**src/rtl/cycle_sequencer_pkg.sv**
```systemverilog
// ---------------------------------------------------------------------------
// cycle_sequencer_pkg
//
// Shared definitions for the timing / instruction-cycle sequencer:
//   phase_e    - encoding of the Phase output (fetch, decode, execute,
//                interrupt)
//   SC_DECODE  - the sequence-counter slot in which the opcode is decoded;
//                the increment out of this slot latches D and I, and the
//                CLR_SC issued in this slot ends an interrupt cycle.
// ---------------------------------------------------------------------------
package cycle_sequencer_pkg;

    typedef enum logic [1:0] {
        PH_FETCH  = 2'd0,
        PH_DECODE = 2'd1,
        PH_EXEC   = 2'd2,
        PH_INT    = 2'd3
    } phase_e;

    localparam int unsigned SC_DECODE = 2;

endpackage

```
**src/rtl/cycle_sequencer_onehot_decoder.sv**
```systemverilog
// ---------------------------------------------------------------------------
// onehot_decoder
//
// Binary-to-one-hot decoder with an enable. When en is low the output is
// all zeros. Used by the sequencer both for the timing lines T (enabled by
// the run flag) and for the opcode decode lines D.
//
// Ports:
//   sel    in  WIDTH       binary select
//   en     in  1           output enable
//   onehot out 2**WIDTH    onehot[sel] = en, all other bits zero
// ---------------------------------------------------------------------------
module onehot_decoder #(
    parameter int WIDTH = 4
) (
    input  logic [WIDTH-1:0]        sel,
    input  logic                    en,
    output logic [(1<<WIDTH)-1:0]   onehot
);

    // Single set bit selected by sel; nothing set while disabled.
    always_comb begin
        onehot = '0;
        if (en) begin
            onehot[sel] = 1'b1;
        end
    end

endmodule

```
**src/rtl/cycle_sequencer.sv**
```systemverilog
// ---------------------------------------------------------------------------
// cycle_sequencer
//
// Timing and instruction-cycle sequencer for the control unit. Holds the
// sequence counter SC, the run flag S, the interrupt-cycle flag R, the
// latched indirect bit I, the latched opcode decode D and a counter of
// retired instructions. T and Phase are decoded combinationally from the
// registered SC/S/R; every other output comes straight from a flop.
//
// Ports:
//   Clk         in   1          clock, rising edge
//   Reset       in   1          synchronous active-high reset
//   Start       in   1          set the run flag S
//   Halt        in   1          clear S and force SC to 0 (beats Start)
//   CLR_SC      in   1          clear SC (end of instruction)
//   INR_SC      in   1          advance SC
//   Stall       in   1          memory wait, freezes SC
//   Opcode      in   OPC_WIDTH  opcode field of IR
//   I_bit       in   1          indirect bit of IR
//   IEN/FGI/FGO in   1          interrupt enable and device flags
//   T           out  NUM_T      one-hot T[SC], zero while S=0
//   D           out  NUM_D      one-hot latched opcode
//   I           out  1          latched indirect bit
//   R           out  1          interrupt-cycle flag
//   S           out  1          run flag
//   SC          out  SC_WIDTH   sequence counter
//   Phase       out  2          FETCH/DECODE/EXECUTE/INTERRUPT
//   Wrap_err    out  1          one-cycle pulse after SC wraps
//   Instr_count out  CNT_WIDTH  retired-instruction count (wrapping)
// ---------------------------------------------------------------------------
module cycle_sequencer
    import cycle_sequencer_pkg::*;
#(
    parameter int SC_WIDTH  = 4,
    parameter int OPC_WIDTH = 3,
    parameter int CNT_WIDTH = 16
) (
    input  logic                        Clk,
    input  logic                        Reset,
    input  logic                        Start,
    input  logic                        Halt,
    input  logic                        CLR_SC,
    input  logic                        INR_SC,
    input  logic                        Stall,
    input  logic [OPC_WIDTH-1:0]        Opcode,
    input  logic                        I_bit,
    input  logic                        IEN,
    input  logic                        FGI,
    input  logic                        FGO,
    output logic [(1<<SC_WIDTH)-1:0]    T,
    output logic [(1<<OPC_WIDTH)-1:0]   D,
    output logic                        I,
    output logic                        R,
    output logic                        S,
    output logic [SC_WIDTH-1:0]         SC,
    output logic [1:0]                  Phase,
    output logic                        Wrap_err,
    output logic [CNT_WIDTH-1:0]        Instr_count
);

    localparam int NUM_D = 1 << OPC_WIDTH;

    localparam logic [SC_WIDTH-1:0] SC_MAX    = '1;
    localparam logic [SC_WIDTH-1:0] SC_DEC    = SC_WIDTH'(SC_DECODE);
    localparam logic [SC_WIDTH-1:0] SC_ONE    = SC_WIDTH'(1);
    localparam logic [CNT_WIDTH-1:0] CNT_ONE  = CNT_WIDTH'(1);

    logic [SC_WIDTH-1:0]  sc_q, sc_d;
    logic                 s_q, s_d;
    logic                 r_q, r_d;
    logic                 i_q, i_d;
    logic [NUM_D-1:0]     d_q, d_d;
    logic                 wrap_q, wrap_d;
    logic [CNT_WIDTH-1:0] cnt_q, cnt_d;

    logic                 running;
    logic                 inc_edge;
    logic                 clr_edge;
    logic                 decode_latch;
    logic                 irq_set;
    logic                 irq_clr;
    logic [NUM_D-1:0]     opc_onehot;
    phase_e               phase;

    // Timing lines: only meaningful while the sequencer is running.
    onehot_decoder #(
        .WIDTH (SC_WIDTH)
    ) u_t_dec (
        .sel    (sc_q),
        .en     (s_q),
        .onehot (T)
    );

    // Opcode decode; the result is only captured into d_q in the decode slot.
    onehot_decoder #(
        .WIDTH (OPC_WIDTH)
    ) u_d_dec (
        .sel    (Opcode),
        .en     (1'b1),
        .onehot (opc_onehot)
    );

    // Edge qualifiers. CLR_SC, Stall and INR_SC only matter while S is set
    // and no Halt is pending, with CLR_SC ranking above Stall above INR_SC.
    always_comb begin
        running      = s_q && !Halt;
        clr_edge     = running && CLR_SC;
        inc_edge     = running && !CLR_SC && !Stall && INR_SC;
        decode_latch = inc_edge && (sc_q == SC_DEC) && !r_q;
        irq_set      = s_q && !r_q && (sc_q > SC_DEC) && IEN && (FGI || FGO);
        irq_clr      = r_q && (sc_q == SC_DEC) && CLR_SC;
    end

    // Next-state computation for all sequencer registers. Halt clears SC
    // even when the sequencer is already stopped; the natural SC+1 overflow
    // provides the wrap to zero.
    always_comb begin
        sc_d   = sc_q;
        s_d    = s_q;
        r_d    = r_q;
        i_d    = i_q;
        d_d    = d_q;
        wrap_d = 1'b0;
        cnt_d  = cnt_q;

        if (Halt) begin
            s_d = 1'b0;
        end else if (Start) begin
            s_d = 1'b1;
        end

        if (Halt) begin
            sc_d = '0;
        end else if (clr_edge) begin
            sc_d = '0;
        end else if (inc_edge) begin
            sc_d   = sc_q + SC_ONE;
            wrap_d = (sc_q == SC_MAX);
        end

        if (decode_latch) begin
            d_d = opc_onehot;
            i_d = I_bit;
        end

        if (irq_clr) begin
            r_d = 1'b0;
        end else if (irq_set) begin
            r_d = 1'b1;
        end

        if (clr_edge && !r_q) begin
            cnt_d = cnt_q + CNT_ONE;
        end
    end

    // Phase is derived from registered state only, so it is glitch-free
    // with respect to the inputs. The interrupt cycle overrides the SC slot.
    always_comb begin
        if (r_q) begin
            phase = PH_INT;
        end else if (sc_q < SC_DEC) begin
            phase = PH_FETCH;
        end else if (sc_q == SC_DEC) begin
            phase = PH_DECODE;
        end else begin
            phase = PH_EXEC;
        end
    end

    // State registers; Reset beats every other input.
    always_ff @(posedge Clk) begin
        if (Reset) begin
            sc_q   <= '0;
            s_q    <= 1'b0;
            r_q    <= 1'b0;
            i_q    <= 1'b0;
            d_q    <= '0;
            wrap_q <= 1'b0;
            cnt_q  <= '0;
        end else begin
            sc_q   <= sc_d;
            s_q    <= s_d;
            r_q    <= r_d;
            i_q    <= i_d;
            d_q    <= d_d;
            wrap_q <= wrap_d;
            cnt_q  <= cnt_d;
        end
    end

    assign SC          = sc_q;
    assign S           = s_q;
    assign R           = r_q;
    assign I           = i_q;
    assign D           = d_q;
    assign Wrap_err    = wrap_q;
    assign Instr_count = cnt_q;
    assign Phase       = phase;

endmodule
```
**config.mk**
```make
export PLATFORM = sky130hd
export DESIGN_NAME = cycle_sequencer
export DESIGN_NICKNAME = d
export VERILOG_FILES = /design/src/rtl/cycle_sequencer_pkg.sv /design/src/rtl/cycle_sequencer_onehot_decoder.sv /design/src/rtl/cycle_sequencer.sv
export SDC_FILE = /design/constraint.sdc
export NUM_CORES = 1
export LEC_CHECK = 0
export BUFFER_PORTS_ARGS = -buffer_cell sky130_fd_sc_hd__buf_2
export CAP_MARGIN = 10
export CELL_PAD_IN_SITES_DETAIL_PLACEMENT = 0
export CELL_PAD_IN_SITES_GLOBAL_PLACEMENT = 1
export CORE_ASPECT_RATIO = 0.7
export CORE_UTILIZATION = 35
export DETAILED_ROUTE_END_ITERATION = 10
export GPL_ROUTABILITY_DRIVEN = 0
export PLACE_DENSITY = 0.8
export SYNTH_ARGS = -nofsm -noshare
export SYNTH_HDL_FRONTEND = slang
export SYNTH_HIERARCHICAL = 1
export SYNTH_SLANG_ARGS = --single-unit
```
**constraint.sdc**
```tcl
create_clock -name Clk -period 2.35 [get_ports Clk]
set_clock_uncertainty 0.05 [all_clocks]
set_input_delay 0.3525 -clock Clk [delete_from_list [all_inputs] [get_ports Clk]]
set_output_delay 0.3525 -clock Clk [all_outputs]
set_load 0.01 [all_outputs]
```
==> results.md, run 1 <==
* TritonCTS Sinks at 32
* Commonest non-fill, non-tap cell in the layout: buf_2
* Slowest stage cell, crit path: dfxtp_1
* Pwr Total at 1.03 mW
* Gr ovfl total at 0
* Clock-pin slew on the worst setup and hold paths at 60 ps
* Setup violators final at 0
* Sequential power share at 53.1%
* Setup CP Type: flop to flop
* Reg2reg setup slack at 400 ps
* Commonest cells after routing, fill and taps aside: buf_2, nor2_1, dfxtp_1
* Slew margin rel. at 64.3%
* # hold bufs at CTS at 0
* P_int at 0.804 mW
* Drt first pass iters at 8
* Worst setup SP type: flop
* Fin nets at 280
* Reg-to-reg endpoint: Instr_count[14]
* Switch share at around 22%
* Cells after Synth at ~190
* Final wirelength at 3960 um
* H-tree depth at 2
* Post-synthesis xor/xnor area fraction at 6.94%
* Crit-path leading delay family: simple AND/OR/NAND/NOR gates
* Filler cell count at 450
* Post-synth ARST share at 0%
* Worst-skew pair later-pin latency at about 280 ps
* Hold WC Path Type: input port to flop
* Seq cells post-synth at 32
* Sum Neg Setup Slack at 0 ps
* WL per Instance at 12.4 um
* DRC at 6
* Largest net degree at the start of global routing at 30
* Worst EP arrival at 2110 ps
* Clock tree root driver cell: clkbuf_8
* Comb pwr share at a little under 5%
* Starting density of the core at 37.1%
* Synth area leader: dfxtp_1
* Predominant post-synthesis flop cell: dfxtp_1
* PwrDens at 477 nW/um^2
* CTS tree: built
* Tightest Pin Transition at 535 ps
* Clock Path Buffers at 2
* Layout cells sized above 1 at around 33%
* Warnings from Yosys at 6
* Synth top area cells: dfxtp_1, nor2_1, mux2i_1
* Clk network pwr share at 42.1%
* Crit path depth at 4
* Top-area cell type share of the netlist area at 39.0%
* Post-DR vias/cell at 4.87
* Tcrit/Tclk final at 83.0%
* Vias at about 1600
* Num ports at 64
* Hold Fails Final Rpt at 0
* Post-layout min period at 1950 ps
* Max Freq at between 500 and 600 MHz
* N_diodes at 0
* Synth Area in Compound Gates at 6.94%
* Slew Limit Fails at 0
* Reg area at about 640 um^2
* Num CTS Buffers at 5
* Number of gates resized after CTS at 0
* Seq/Total Area, Yosys at 39.0%
* Design Area, Final at 2160 um^2
* Die Y at around 59 um
* Cell-by-cell trace of the critical path: nand4bb_4 -> or3_4 -> or4_1 -> a21oi_1
* Global-route wire length before repair at 6380 um
* Worst Setup End Kind: flop
* Crit path largest cell delay at 540 ps
* Core area at approximately 4400 um^2
* Share of synthesized area spent on multiplexers at 5.49%
* Netlist cell types at 45
* Initial antenna violation count at 0
* MaxCap Viol Count at 0
* Synth Area in Adders at 2.29%
* Die Area at 4970 um^2
* Reg2reg path depth at 4
* Failing checks: DRC
* Largest family of logic cells by synthesized area: simple AND/OR/NAND/NOR gates
* Setup Fix Bufs, Post-CTS at 0
* Status: finished, violations left
* R2R Path Start: S
* Post-Syn Area at 1640 um^2
* Placed cell area at 2070 um^2
* Area delta synth->final at 31.6%
* Post-route ant nets at 0
* IO Port Bufs at 63
* Critical Path Sink: Instr_count[14]
* Vias in the first global route at ~1300
* Die Wd at 83.9 um
* Simple-Gate Fraction of Synth Area at 37.0%
* Hpwl dp at between 2000 and 3000 um
* Row count at 20
* Critical Path Source: S
* LEAKAGE at roughly 1.0 nW
* Number of synthesized flops with an enable pin at 0
* P_sw at 0.226 mW
* DRT iter0 DRCs at 115
* CP max FO at 11
* Unrepaired setup endpoints after global routing: no
* Required time worst endpoint at 2510 ps
* Multi-input gate area at ~1000 um^2
* Global-route usage over all layers at 16.7%
* Crit path buffers/inverters at 0
* Peak supply drop at 0.266 mV
* Average size of a mapped cell at 8.83 um^2
==> flip-flops by register name, summed over array words and instances (netlist names) <==
signal,count
Instr_count,16
D,8
SC,4
I,1
R,1
S,1
Wrap_err,1
==> synthesized netlist by cell type (all sizes together) (2+ instances only) <==
cell	n
a21oi	5
and3	3
and4b	4
and4bb	3
clkbuf	4
dfxtp	32
ha	3
inv	4
mux2i	9
nand2	7
nand2b	4
nand3	10
nand3b	3
nand4	5
nor2	39
nor3	9
nor4	4
nor4b	2
o31ai	2
or4	2
xnor2	6
xor2	7
==> layout make-up <==
class,instances,area share [%]
Timing Repair Buffer,68,16.3
Tap cell,55,3.19
Multi-Input combinational cell,152,45.9
Clock buffer,8,4.17
Sequential cell,32,29.7
Inverter,4,0.695
==> stage by stage <==
stage | hold WS (ps) | utilization [%] | setup slack (ps) | instances
after floorplan | 382 | - | 485 | 193
after global placement | 423 | 46.7 | 406 | 311
after detailed placement | 424 | 46.7 | 376 | 311
after CTS | 243 | 48.8 | 380 | 319
after global routing | 258 | 48.8 | 290 | 319
final | 264 | 48.8 | 399 | 319
==> power groups by stage <==
stage               Clock (mW)  Combinational [mW]  Sequential (mW)
finish                   0.434              0.0503            0.547
global route             0.475              0.0554            0.547
CTS                      0.452              0.0505            0.547
detailed placement           0              0.0505            0.559
global placement             0              0.0505            0.559
floorplan                    0              0.0246            0.559
==> routing by layer <==
layer / GRT usage, % / routed length [um] / vias up
met4: 5.91 / 44 / 0
met1: 24.6 / 2150 / 700
li1: - / - / 813
met5: 0 / 0 / -
met2: 22.2 / 1550 / 35
met3: 5.57 / 211 / 7
==> worst min path at each step <==
stage                          startpoint         endpoint  slack, ps  cells past startpoint
final                                Halt                S        260                      2
after global routing                 Halt                S        260                      2
after CTS                            Halt                S        240                      2
after detailed placement  Instr_count[15]  Instr_count[15]        420                      2
after global placement    Instr_count[15]  Instr_count[15]        420                      2
after floorplan                      Halt                S        380                      1
==> cell families (layout without fill, tap and decap cells) <==
logic type | count (synthesis) | after routing
AOI/OAI and AO/OA | 16 | 16
xor gates and xnor gates | 13 | 13
adders and majority gates | 3 | 3
buffers and inverters | 9 | 80
DFF | 32 | 32
muxes | 9 | 9
other | 1 | 8
and+or+nand+nor | 103 | 103
(Power assumes the default switching activity.)
==> inputs of run 2 (changes only) <==
Clock period 2.35 ns to 1.81 ns, I/O delays scaled along.
==> run 2 against run 1 <==
  * The run still ends with DRC left
  * Sequential power is 29% higher
  * Final area is 7.5% higher
  * Sequential share of layout area is 1.7 points lower
  * Via count is 5.4% higher
  * First-iteration DRC count is 30% lower
  * Critical path depth stayed put
  * Register-to-register slack worse by 330 ps
  * Largest power group unchanged
  * Clock-buffer cell count is 1 lower
  * Critical endpoint is now T[0]
  * Setup slack worse by 360 ps
==> results.md, run 2 (same netlist as run 1, synthesis figures left out) <==
* Area delta synth->final at 41.4%
* Pwr Total at ~1.4 mW
* Tcrit/Tclk final at a little over nine tenths
* Reg-to-reg endpoint: Instr_count[14]
* Worst setup SP type: flop
* Hold path startpoint: I_bit
* Post-layout min period at between 1500 and 2000 ps
* Clock tree root driver cell: clkbuf_8
* Reg2reg path depth at 5
* DRT iter0 DRCs at 81
* R2R Path Start: Instr_count[0]
* Final wirelength at about 4200 um
* Worst-skew pair later-pin latency at 290 ps
* # hold bufs at CTS at 0
* Slew Limit Fails at 0
* Clock Path Buffers at 2
* PwrDens at 594 nW/um^2
* Placed cell area at 2190 um^2
* WL per Instance at between 10 and 15 um
* Hold WC Path Type: input port to flop
* Hpwl dp at between 3000 and 4000 um
* Peak supply drop at around 0.37 mV
* Setup CP Type: flop to output pin
* Worst Setup End Kind: output pin
* Flip-flop count of the largest register after layout at 16
* Drt first pass iters at 7
* Commonest non-fill, non-tap cell in the layout: buf_2
* P_sw at 0.299 mW
* Filler cell count at 415
* Status: finished, violations left
* H-tree depth at 2
* P_int at 1.08 mW
* Core area at roughly 4400 um^2
* Die Y at ~59 um
* DRC at 6
* Largest net degree at the start of global routing at 16
* Post-DR vias/cell at 4.92
* Initial antenna violation count at 0
* Failing checks: DRC
* IO Port Bufs at 63
* Min-Delay Endpoint: I
* Worst EP arrival at roughly 1500 ps
* Switch share at a little over a fifth
* LEAKAGE at approximately 1.1 nW
* CP max FO at 7
* MaxCap Viol Count at 0
* Clk network pwr share at 43.2%
* Row count at 20
* Hold Crit Depth at 3
* Design Area, Final at ~2300 um^2
* Commonest cells after routing, fill and taps aside: buf_2, nor2_1, dfxtp_1
* Die Wd at roughly 84 um
* Max Freq at 564 MHz
* Comb pwr share at ~5.4%
* Vias in the first global route at 1430
* CTS tree: built
* Setup violators final at 0
* Unrepaired setup endpoints after global routing: yes
* Gr ovfl total at 0
* Global-route wire length before repair at 6640 um
* Layout cells sized above 1 at roughly two fifths
* Setup Fix Bufs, Post-CTS at 0
* Fin nets at a little under 300
* TritonCTS Sinks at 32
* N_diodes at 0
* Die Area at between 4000 and 5000 um^2
* Required time worst endpoint at between 1000 and 1500 ps
* Reg2reg setup slack at 70 ps
* Vias at between 1500 and 2000
* Post-route ant nets at 0
* Core Util, Final at 52.4%
* Hold Fails Final Rpt at 0
* Global-route usage over all layers at between 10% and 20%
* Sequential power share at 51.4%
* Starting density of the core at 37.1%
* Clock-pin slew on the worst setup and hold paths at approximately 60 ps
* Num ports at 64
* Num CTS Buffers at 5
[run 2: cell count changes in the layout (fill, tap and decap cells not counted), moves of 2 or more]
cell / previous run / this run
dfxtp_2: 0 / 4
dfxtp_1: 32 / 27
clkbuf_1: 2 / 0
ha_1: 3 / 1
buf_4: 5 / 19
[run 2: through the flow]
step	worst slack, ps	std cells	TNS [ps]	hold slack [ps]
final	37.5	333	0	173
after global routing	-32.5	333	-44.7	182
after CTS	7.66	333	0	167
after detailed placement	12.1	326	0	421
after global placement	60.6	326	0	420
after floorplan	17.6	193	0	293
[run 2: power by group through the flow]
stage | Combinational, mW | Sequential, mW | Clock (mW)
after global routing | 0.0824 | 0.708 | 0.645
final | 0.0746 | 0.708 | 0.595
after CTS | 0.0731 | 0.707 | 0.611
after detailed placement | 0.0729 | 0.724 | 0
after floorplan | 0.0320 | 0.727 | 0
after global placement | 0.0742 | 0.724 | 0
[run 2: critical path, cell delays in order, from the launching register on]
cell and delay [ps]:
dfxtp_4 380, buf_6 130, or3b_4 410, nor3_2 110, buf_2 140
[run 2: how the worst max path moves through the flow]
stage / startpoint / endpoint / slack [ps]
floorplan: Instr_count[0] / Instr_count[14] / 20
global placement: Halt / Instr_count[12] / 60
detailed placement: Instr_count[0] / Instr_count[14] / 10
CTS: S / T[0] / 8
global route: S / T[0] / -30
finish: S / T[0] / 40
[run 2: routing by layer]
metal | global-route usage [%] | wire length [um] | up-vias
met5 | 0 | 0 | -
met4 | 7.39 | 60 | 0
met3 | 5.43 | 272 | 7
met2 | 22.7 | 1640 | 43
met1 | 25.8 | 2210 | 747
li1 | - | - | 842
[run 2: layout make-up]
class | count | area (um^2) | area share, %
multi-input cells | 152 | 1020 | 44.0
flip-flops and latches | 32 | 649 | 28.0
repair buffers | 83 | 469 | 20.2
clock buffers | 7 | 96.3 | 4.15
well taps | 55 | 68.8 | 2.96
inverters | 4 | 15.0 | 0.647
[run 2: timing repair]
| action | 4_1_cts | 5_1_grt |
|---|---|---|
| pin swaps | 0 | 4 |
| resized for setup | 2 | 9 |
| endpoints found under the setup margin | 5 | 8 |
| cloned | 0 | 0 |
==> inputs of run 3 (changes only) <==
Settings changed: CORE_MARGIN set to 4, CORE_UTILIZATION 35 to 37, PLACE_DENSITY 0.8 to 0.84, TNS_END_PERCENT set to 30.
Clock period 1.81 ns to 2.3 ns, I/O delays scaled along.
==> run 3 against run 2 <==
  * The run now ends clean
  * Non-clock buffer count decreased by 15
  * Total power decreased by 23%
  * Die area increased by 12%
  * Combinational power shrank 31%
  * Register-to-register slack better by 280 ps
  * Largest power group unchanged
==> results.md, run 3 (same netlist as run 1, synthesis figures left out) <==
* Worst EP arrival at 2110 ps
* Tcrit/Tclk final at a little over four fifths
* DP Worst Slack at around 340 ps
* IO Port Bufs at 63
* Max Freq at around 500 MHz
* Drt first pass iters at 4
* Die Wd at roughly 90 um
* Commonest cells after routing, fill and taps aside: buf_2, nor2_1, dfxtp_1
* Fin nets at 280
* H-tree depth at 2
* Initial antenna violation count at 0
* Unrepaired setup endpoints after global routing: no
* Sum Neg Setup Slack at 0 ps
* Worst-skew pair later-pin latency at 280 ps
* Status: completed
* Setup CP Type: flop to flop
* P_sw at 0.238 mW
* CP max FO at 11
* DRT iter0 DRCs at 83
* Die Area at 5580 um^2
* Crit-path leading delay family: simple AND/OR/NAND/NOR gates
* Commonest non-fill, non-tap cell in the layout: buf_2
* # hold bufs at CTS at 0
* Clock tree root driver cell: clkbuf_8
* Sequential power share at 53.0%
* Critical Path Sink: Instr_count[12]
* Required time worst endpoint at 2460 ps
* CTS tree: built
* Num ports at 64
* PwrDens at slightly below 500 nW/um^2
* Hpwl dp at ~3100 um
* Peak supply drop at 0.253 mV
* Setup violators final at 0
* Row count at 19
* Design Area, Final at 2160 um^2
* Clk network pwr share at about 42%
* Global-route wire length before repair at 7050 um
* Core Util, Final at 52.8%
* Cell-by-cell trace of the critical path: nand4bb_4 -> or3_4 -> or4_1 -> a21oi_1
* Post-route ant nets at 0
* DRC at 0
* Num CTS Buffers at 5
* Final wirelength at 4140 um
* Die Y at ~64 um
* Comb pwr share at 4.9%
* Final Worst Setup Slack at 353 ps
* Clock-pin slew on the worst setup and hold paths at 70 ps
* Gr ovfl total at 0
* Placed cells at between 300 and 400
* Post-DR vias/cell at 5.10
* Crit path largest cell delay at 540 ps
* Slew margin rel. at 65.5%
* MaxCap Viol Count at 0
* Flip-flop count of the largest register after layout at 16
* WL per Instance at approximately 13 um
* Worst setup SP type: flop
* Vias in the first global route at 1488
* Clock Path Buffers at 2
* Crit path depth at 4
* Core area at 4090 um^2
* LEAKAGE at about 1.0 nW
* P_int at 0.816 mW
* Largest net degree at the start of global routing at 30
* R2R Path Start: S
* Hold Fails Final Rpt at 0
* Critical Path Source: S
* Layout cells sized above 1 at roughly 33%
* Hold WC Path Type: input port to flop
* Switch share at 22.6%
* Number of gates resized after CTS at 0
* Slew Limit Fails at 0
* Crit path buffers/inverters at 0
* Slowest stage cell, crit path: dfxtp_1
* Worst Setup End Kind: flop
* Pwr Total at 1.05 mW
* Tightest Pin Transition at 517 ps
* Starting density of the core at 40.1%
* Placed cell area at ~2100 um^2
* TritonCTS Sinks at 32
* Vias at 1611
* Reg2reg path depth at 4
* Global-route usage over all layers at 15.9%
* Setup Fix Bufs, Post-CTS at 0
* Reg2reg setup slack at 350 ps
* N_diodes at 0
* Reg-to-reg endpoint: Instr_count[12]
* Final hold slack at about 240 ps
* Post-layout min period at just under 2000 ps
* Area delta synth->final at 31.5%
* Non-Filler Instances at 316
==> run 3: cell count changes in the layout (fill, tap and decap cells not counted), sizes merged <==
cell / delta
clkinv: +2
buf: -15
clkbuf: -1
==> run 3: metal layers <==
layer / GRT usage [%] / vias to the layer above / wire (um)
li1: - / 816 / -
met5: 0 / - / 0
met3: 5.01 / 8 / 361
met1: 21.9 / 738 / 2020
met4: 6.90 / 0 / 69
met2: 22.7 / 49 / 1690
==> run 3: power by group through the flow <==
stage | Sequential (mW) | Combinational, mW | Clock (mW)
after floorplan | 0.571 | 0.0252 | 0
after global placement | 0.571 | 0.0518 | 0
after detailed placement | 0.571 | 0.0518 | 0
after CTS | 0.558 | 0.0520 | 0.458
after global routing | 0.559 | 0.0580 | 0.481
final | 0.559 | 0.0514 | 0.444
==> run 3: layout make-up <==
type / count / area [um^2]
flip-flops and latches: 32 / 641
inverters: 4 / 15.0
repair buffers: 68 / 353
fillers: 412 / 1930
multi-input cells: 152 / 992
clock buffers: 6 / 82.6
clock inverters: 2 / 10.0
well taps: 52 / 65.1
==> run 3: worst min-delay path by stage <==
stage	start	slack, ps	depth (start not counted)	endpoint
after floorplan	Halt	370	1	S
after global placement	Instr_count[15]	410	2	Instr_count[15]
after detailed placement	Instr_count[15]	420	2	Instr_count[15]
after CTS	Halt	230	2	S
after global routing	Halt	250	2	S
final	Halt	240	2	S
